**config.mk**
```make
export PLATFORM = sky130hd
export DESIGN_NAME = main_fsm
export DESIGN_NICKNAME = d
export VERILOG_FILES = /design/src/rtl/main_fsm.sv
export SDC_FILE = /design/constraint.sdc
export NUM_CORES = 1
export LEC_CHECK = 0
export ABC_AREA = 1
export CORE_UTILIZATION = 44
export CTS_CLUSTER_DIAMETER = 200
export DETAILED_ROUTE_END_ITERATION = 6
export PLACE_DENSITY = 0.93
export SETUP_SLACK_MARGIN = 0.15
export SYNTH_ARGS = -nofsm -noshare
export SYNTH_HDL_FRONTEND = slang
export SYNTH_SLANG_ARGS = --single-unit
```
**constraint.sdc**
```tcl
create_clock -name clk -period 3.8 [get_ports clk]
set_clock_uncertainty 0.15 [all_clocks]
set_input_delay 0.57 -clock clk [delete_from_list [all_inputs] [get_ports clk]]
set_output_delay 0.57 -clock clk [all_outputs]
set_load 0.01 [all_outputs]
```
**src/rtl/main_fsm.sv**
```systemverilog
// Moore control sequencer for the multicycle ARM datapath: walks each
// instruction through fetch, decode and its execute/memory/writeback states.
module main_fsm (
    input  logic       clk,
    input  logic       reset,
    input  logic [1:0] Op,
    input  logic [5:0] Funct,
    output logic       IRWrite,
    output logic       AdrSrc,
    output logic [1:0] ALUSrcA,
    output logic [1:0] ALUSrcB,
    output logic [1:0] ResultSrc,
    output logic       NextPC,
    output logic       RegW,
    output logic       MemW,
    output logic       Branch,
    output logic       ALUOp,
    output logic       InstrDone,
    output logic [3:0] State
);

    localparam int unsigned STATE_W = 4;
    localparam int unsigned OUT_W   = 14;

    typedef enum logic [STATE_W-1:0] {
        FETCH    = 4'd0,
        DECODE   = 4'd1,
        MEMADR   = 4'd2,
        MEMREAD  = 4'd3,
        MEMWB    = 4'd4,
        MEMWRITE = 4'd5,
        EXECUTER = 4'd6,
        EXECUTEI = 4'd7,
        ALUWB    = 4'd8,
        BRANCH   = 4'd9
    } state_t;

    state_t             state_q;
    state_t             state_d;
    logic [OUT_W-1:0]   outs_q;
    logic               done_moore;

    // Moore output decode; illegal encodings fall through to all-zero.
    function automatic logic [OUT_W-1:0] decode_outs(input state_t s);
        logic       ir_write;
        logic       adr_src;
        logic [1:0] src_a;
        logic [1:0] src_b;
        logic [1:0] result_src;
        logic       next_pc;
        logic       reg_w;
        logic       mem_w;
        logic       branch;
        logic       alu_op;
        logic       done;
        ir_write   = 1'b0;
        adr_src    = 1'b0;
        src_a      = 2'b00;
        src_b      = 2'b00;
        result_src = 2'b00;
        next_pc    = 1'b0;
        reg_w      = 1'b0;
        mem_w      = 1'b0;
        branch     = 1'b0;
        alu_op     = 1'b0;
        done       = 1'b0;
        case (s)
            FETCH: begin
                ir_write   = 1'b1;
                src_b      = 2'b10;
                result_src = 2'b10;
                next_pc    = 1'b1;
            end
            DECODE: begin
                // PC+4 again, so R15 reads as PC+8
                src_b      = 2'b10;
                result_src = 2'b10;
            end
            MEMADR: begin
                src_a = 2'b01;
                src_b = 2'b01;
            end
            MEMREAD: begin
                adr_src = 1'b1;
            end
            MEMWB: begin
                result_src = 2'b01;
                reg_w      = 1'b1;
                done       = 1'b1;
            end
            MEMWRITE: begin
                adr_src = 1'b1;
                mem_w   = 1'b1;
                done    = 1'b1;
            end
            EXECUTER: begin
                src_a  = 2'b01;
                alu_op = 1'b1;
            end
            EXECUTEI: begin
                src_a  = 2'b01;
                src_b  = 2'b01;
                alu_op = 1'b1;
            end
            ALUWB: begin
                reg_w = 1'b1;
                done  = 1'b1;
            end
            BRANCH: begin
                src_a      = 2'b01;
                src_b      = 2'b01;
                result_src = 2'b10;
                branch     = 1'b1;
                done       = 1'b1;
            end
            default: ;
        endcase
        return {ir_write, adr_src, src_a, src_b, result_src,
                next_pc, reg_w, mem_w, branch, alu_op, done};
    endfunction

    // Next-state logic; anything unrecognised returns to FETCH.
    always_comb begin
        state_d = FETCH;
        case (state_q)
            FETCH:  state_d = DECODE;
            DECODE: begin
                case (Op)
                    2'b00:   state_d = Funct[5] ? EXECUTEI : EXECUTER;
                    2'b01:   state_d = MEMADR;
                    2'b10:   state_d = BRANCH;
                    default: state_d = FETCH;
                endcase
            end
            MEMADR:   state_d = Funct[0] ? MEMREAD : MEMWRITE;
            MEMREAD:  state_d = MEMWB;
            EXECUTER: state_d = ALUWB;
            EXECUTEI: state_d = ALUWB;
            default:  state_d = FETCH;
        endcase
    end

    // Outputs are registered from the state being entered so they track State exactly.
    always_ff @(posedge clk or posedge reset) begin
        if (reset) begin
            state_q <= FETCH;
            outs_q  <= decode_outs(FETCH);
        end else begin
            state_q <= state_d;
            outs_q  <= decode_outs(state_d);
        end
    end

    assign {IRWrite, AdrSrc, ALUSrcA, ALUSrcB, ResultSrc,
            NextPC, RegW, MemW, Branch, ALUOp, done_moore} = outs_q;

    // Undefined opcodes retire in DECODE as a NOP.
    assign InstrDone = done_moore | ((state_q == DECODE) && (Op == 2'b11));
    assign State     = state_q;

endmodule

```
==> impl_metrics.toml <==
[run_status]
status = "finished clean"

[power]
p_switching_uw = 287
combPwrFrac_pct = 49.7
leakage_uw = 0.000474
p_int_uw = 477
power_frac_seq_pct = 36.1
clkPwrFrac_pct = 14.3
total_power_uw = 764
peakVddDrop_uv = 401
swShare_pct = 37.6
power_density_nw_per_um2 = 821

[worst_setup_path]
path_max_fanout = 5
crit_slowest_cell = "clkdlybuf4s50_1"
worst-setup-path-type = "in2out"
cpMostUsedCell = "clkdlybuf4s50_1"
crit_path_max_incr_delay_ns = 0.57
worstPathArrival_ns = 1.86
crit_cells = 3
ff2ff_path_depth = 8
critPathBufInv = 2
crit_chain = "clkdlybuf4s50_1, a31o_2, clkdlybuf4s50_1"
cp.required_ns = 3.08
endpoint_kind = "output pin"
cp-start-kind = "primary input"
cp_top_family = "buffers and inverters"

[clock_network]
clkTransAtPathRegs_ns = 0.09
cts_buffers = 3
htree_num_levels = 1
post_cts_resize_count = 0
post_cts_buffers = 0
clk_latency_ns = 0.28
clk_path_buf_depth = 2
cts_hold_buf = 0
cts-root-buf = "clkbuf_4"
cts.sinks = 16
cts_tree = "done"

[placement]
place_hpwl_um = 950
pre_cts_slack_ns = 1.22
gp_congestion = 0.793
numPortBuffers = 22

[synth]
synth_area_leader_cell = "dfrtp_1"
syn_area_sq_um = 707
ys_seq_area_share_pct = 57.2
synth_top_area_share_pct = 46.0
synth_area_leaders = "dfrtp_1, dfstp_2, buf_4, nand2_2, inv_1"
ys_ff_latch = 16
yosysUniqueCellTypes = 17
avgSynthCellArea_sq_um = 9.43
syn_nets = 85
ys.warnings.count = 0
synthCells = 75

[die]
ios = 28
rows = 14
die_h_um = 42.1
coreArea_sq_um = 1510
die_w_um = 42.1
die_area_sq_um = 1770
initial_utilization_pct = 46.9

[global_routing]
grt_pass1_vias = 501
grt_usage_pct = 16.6
grt_pass1_wl_um = 2170
grt_max_degree = 17
grt_overflow = 0
antenna_found_initial = 0

[drt]
drt_iter0_drc = 10
postRouteAntennaNets = 0
first_pass_iters = 4
wire_per_inst_um = 11.3
drc = 0
viasPerCell = 4.89
vias = 538
drt_wl_total_um = 1240

[timing]
rsz0062_at_grt = "false"
setup_slack_ns = 1.22
worst_slew_pin_slew_ns = 0.576
maxSlewViolCount = 0
setup_viol = 0
hold_viol_final = 0
finalCritPeriodShare_pct = 67.8
relSlewSlack_pct = 61.5
setup_tns_ns = 0
layout_min_cycle_time_ns = 2.58
max_freq_ghz = 0.388

[cells_and_area]
nets = 105
final_core_util_pct = 61.8
drive_above_1_share_pct = 25.5
n_antenna_cell = 0
layout_commonest_cell = "clkdlybuf4s50_1"
area_growth_pct = 31.7
final_cell_mix = "clkdlybuf4s50_1, dfrtp_1, inv_1"
fill_cells = 124

[hold_path]
hp-class = "reg2reg"
hold_depth = 3

[run]
cap_violations = 0
## power by group through the flow
stage / registers, uW / logic, uW / clock network (uW)
after global routing: 283 / 421 / 120
final: 276 / 380 / 109
after floorplan: 292 / 229 / 0
after global placement: 275 / 368 / 0
after detailed placement: 280 / 380 / 0
after CTS: 276 / 384 / 111
## tightest hold or removal path, cell delays in order (launching register included)
cell and delay [ns]:
dfrtp_1 0.38, nor2_2 0.09, nand2_1 0.08, inv_1 0.03
## worst paths after layout
| kind | end | slack (ns) | start |
|---|---|---|---|
| setup / recovery | InstrDone | 1.22 | Op[1] |
| hold / removal | outs_q[12] | 0.46 | State[3] |
| setup reg to reg | outs_q[8] | 2.42 | State[1] |
| hold reg to reg | outs_q[12] | 0.46 | State[3] |
| max in group asynchronous | outs_q[3] | 2.63 | reset |
| min in group asynchronous | outs_q[2] | 0.49 | reset |
## stage by stage
stage          std cells  hold WS [ns]  cell area, sq um
6_report             110         0.465               931
5_1_grt              110         0.534               931
4_1_cts              110         0.458               931
3_5_place_dp         106         0.437               895
3_3_place_gp         106         0.422               895
2_1_floorplan         75         0.332               707
## per-layer routing
layer	global-route usage, %	share of wire (%)
met5	0	0
met3	3.45	7.7
met2	27.8	52
met4	9.38	1.5
met1	19.7	39
## kinds of logic after synthesis
kind of cell / Yosys count / share of synthesized area, %
AO/OA/AOI/OAI: 3 / 2.65
AND/OR/NAND/NOR: 35 / 25.3
other: 1 / 0.530
flip-flops: 16 / 57.2
buffers and inverters: 20 / 14.3
## synth_stat cells
library cell  count
nor3_1            2
nor2_2            5
a31o_2            1
inv_1             9
buf_4             7
dfrtp_1          13
inv_2             4
dfstp_2           3
nand2_2           6
nand2_1           8
o21ai_1           1
nor2_4            1
nand3_1           5
conb_1            1
nand3b_1          1
o21ai_0           1
nor2_1            7
## area by class of cell
type	count	area (sq um)	area share, %
clock buffer	4	36.3	3.90
inverter	13	48.8	5.24
multi-input combinational	39	201	21.6
sequential	16	404	43.4
tap	16	20.0	2.15
timing repair buffer	22	220	23.7
## flip-flops by register name (all words and copies together), names as in the netlist
signal and flops:
State 4, outs_q 12
(Power assumes the default switching activity.)
==> variant (same settings) <==
Reset style: synchronous (`reset`), changed in one clocked block.
--- a/src/rtl/main_fsm.sv
+++ b/src/rtl/main_fsm.sv
@@ -142,5 +142,5 @@
 
     // Outputs are registered from the state being entered so they track State exactly.
-    always_ff @(posedge clk or posedge reset) begin
+    always_ff @(posedge clk) begin
         if (reset) begin
             state_q <= FETCH;
Behaviour: differs if reset is asserted again (counterexample within 4 cycles, from zero or initial values and one cycle with reset high); with reset held inactive, the same outputs for 10 cycles.
==> variant against the original RTL <==
Critical path depth did not move; worst hold slack worse by 54 ps; setup slack better by 89 ps; routed wire length down 18%; design area shrank 8.7%; area after synthesis is 8.8% lower; sequential cell count unchanged; die area shrank 8.4%; critical path type unchanged.
Power is not compared: it rests on default switching activity, and its combinational part moved more than twofold at a synthesized area within 25%.
==> variant: results (changes against the original RTL) <==
[routing]
via_count=518  ; -3.7%
drt-met1-wl_um=475  ; -1.7%
avgViaCountPerCell=4.667  ; -4.6%
met3WireLength_um=58  ; -40%
wire_per_inst_um=9.198  ; -19%
top_layer=met4
first_pass_iters=4  ; unchanged
wl_met2_um=474  ; -27%

[critical_path]
r2r_slack_ps=2390  ; -30 ps
slowest_stage=clkdlybuf4s50_1
crit_fanout=4  ; -1
r2r-start=State[0]$_SDFF_PP0_
critical-path-max-stage-delay_ps=520  ; -50 ps
rr_endpoint=outs_q[4]$_SDFF_PP0_
cp_top_family=buffers and inverters
worstSetupStartpoint=Op[1]
arrival_ps=1770  ; -90 ps

[synthesis]
ys_seq_area_share_pct=49.71  ; -7.5 points
ys.flop_type=dfxtp_1
synthMuxAreaShare_pct=0  ; unchanged
synthAdderAreaFrac_pct=0  ; unchanged
ys_types=21  ; +4
synthTopCellsByCount=dfxtp_1, nor2_1, nand2_1
synth_compound_gate_area_share_pct=7.379  ; +4.7 points
netlist_instances=79  ; +5.3%
async_reset_ff_share_pct=0  ; -100 points
synth_area_leaders=dfxtp_1, buf_4, nor2_1
syn_nets=89  ; +4.7%

[global_route]
grt_pass1_wl_mm=1.614  ; -25%
grt_use_met1_pct=20.14  ; +0.48 points
met2_usage_pct=22.98  ; -4.8 points
gr-usage-all-layers_pct=15.84  ; -0.72 points
grt_pass1_vias=387  ; -23%
grt_max_degree=14  ; -3
grt_use_met3_pct=3.333  ; -0.11 points

[placed_design]
placed_area_um2=827.0  ; -7.6%
dp_hpwl_um=794.2  ; -16%
dp_slack_ps=1313  ; +96.65 ps
place_congestion=0.8225  ; +3.7%

[layout]
drive_gt1_share_pct=17.71  ; -7.8 points
n_fill_cell=115  ; -7.3%
fin_nets=108  ; +2.9%
insertedDiodeCount=0  ; unchanged

[power_and_ir_drop]
vdd_ir_drop_max_mv=0.2076
p_leak_nw=0.3552

[timing]
worst_pin_slew_ps=533.3  ; -42.89 ps
timing.hold.ws_ps=410.2  ; -54.30 ps

[cts]
clk_latency_ps=270
ctsRootBufferMaster=clkbuf_4
clk_path_buf_depth=2  ; unchanged
post_cts_buffers=0  ; unchanged

[worst_hold_path]
hold_depth=2  ; -1
hold_end=State[3]$_SDFF_PP0_
hold_path_startpoint=State[2]$_SDFF_PP0_

[status]
status=complete, no violations

[variant: where the power goes]
group	internal [mW]	total (mW)	switching (mW)	leakage [nW]
Combinational	0.0388	0.0773	0.0386	0.211
Clock	0.0367	0.0823	0.0456	0.0138
Sequential	0.179	0.185	0.00585	0.131
Total	0.254	0.344	0.0901	0.355
[variant: layout make-up]
| type | count | area [um2] | share of cell area [%] |
|---|---|---|---|
| Clock buffer | 3 | 22.52 | 2.651 |
| Inverter | 9 | 33.78 | 3.976 |
| Multi-Input combinational cell | 46 | 234.0 | 27.54 |
| Sequential cell | 16 | 320.3 | 37.70 |
| Tap cell | 15 | 18.77 | 2.209 |
| Timing Repair Buffer | 22 | 220.2 | 25.92 |
[variant: worst min-delay path, cell delays in order (launching register included)]
cell     delay, ps
dfxtp_1        340
nand3_1        110
a21oi_1         70
[variant: cell families after synthesis]
logic type	count (synthesis)
AND/OR/NAND/NOR	37
buffers and inverters	17
flip-flops	16
AO/OA/AOI/OAI	8
other	1
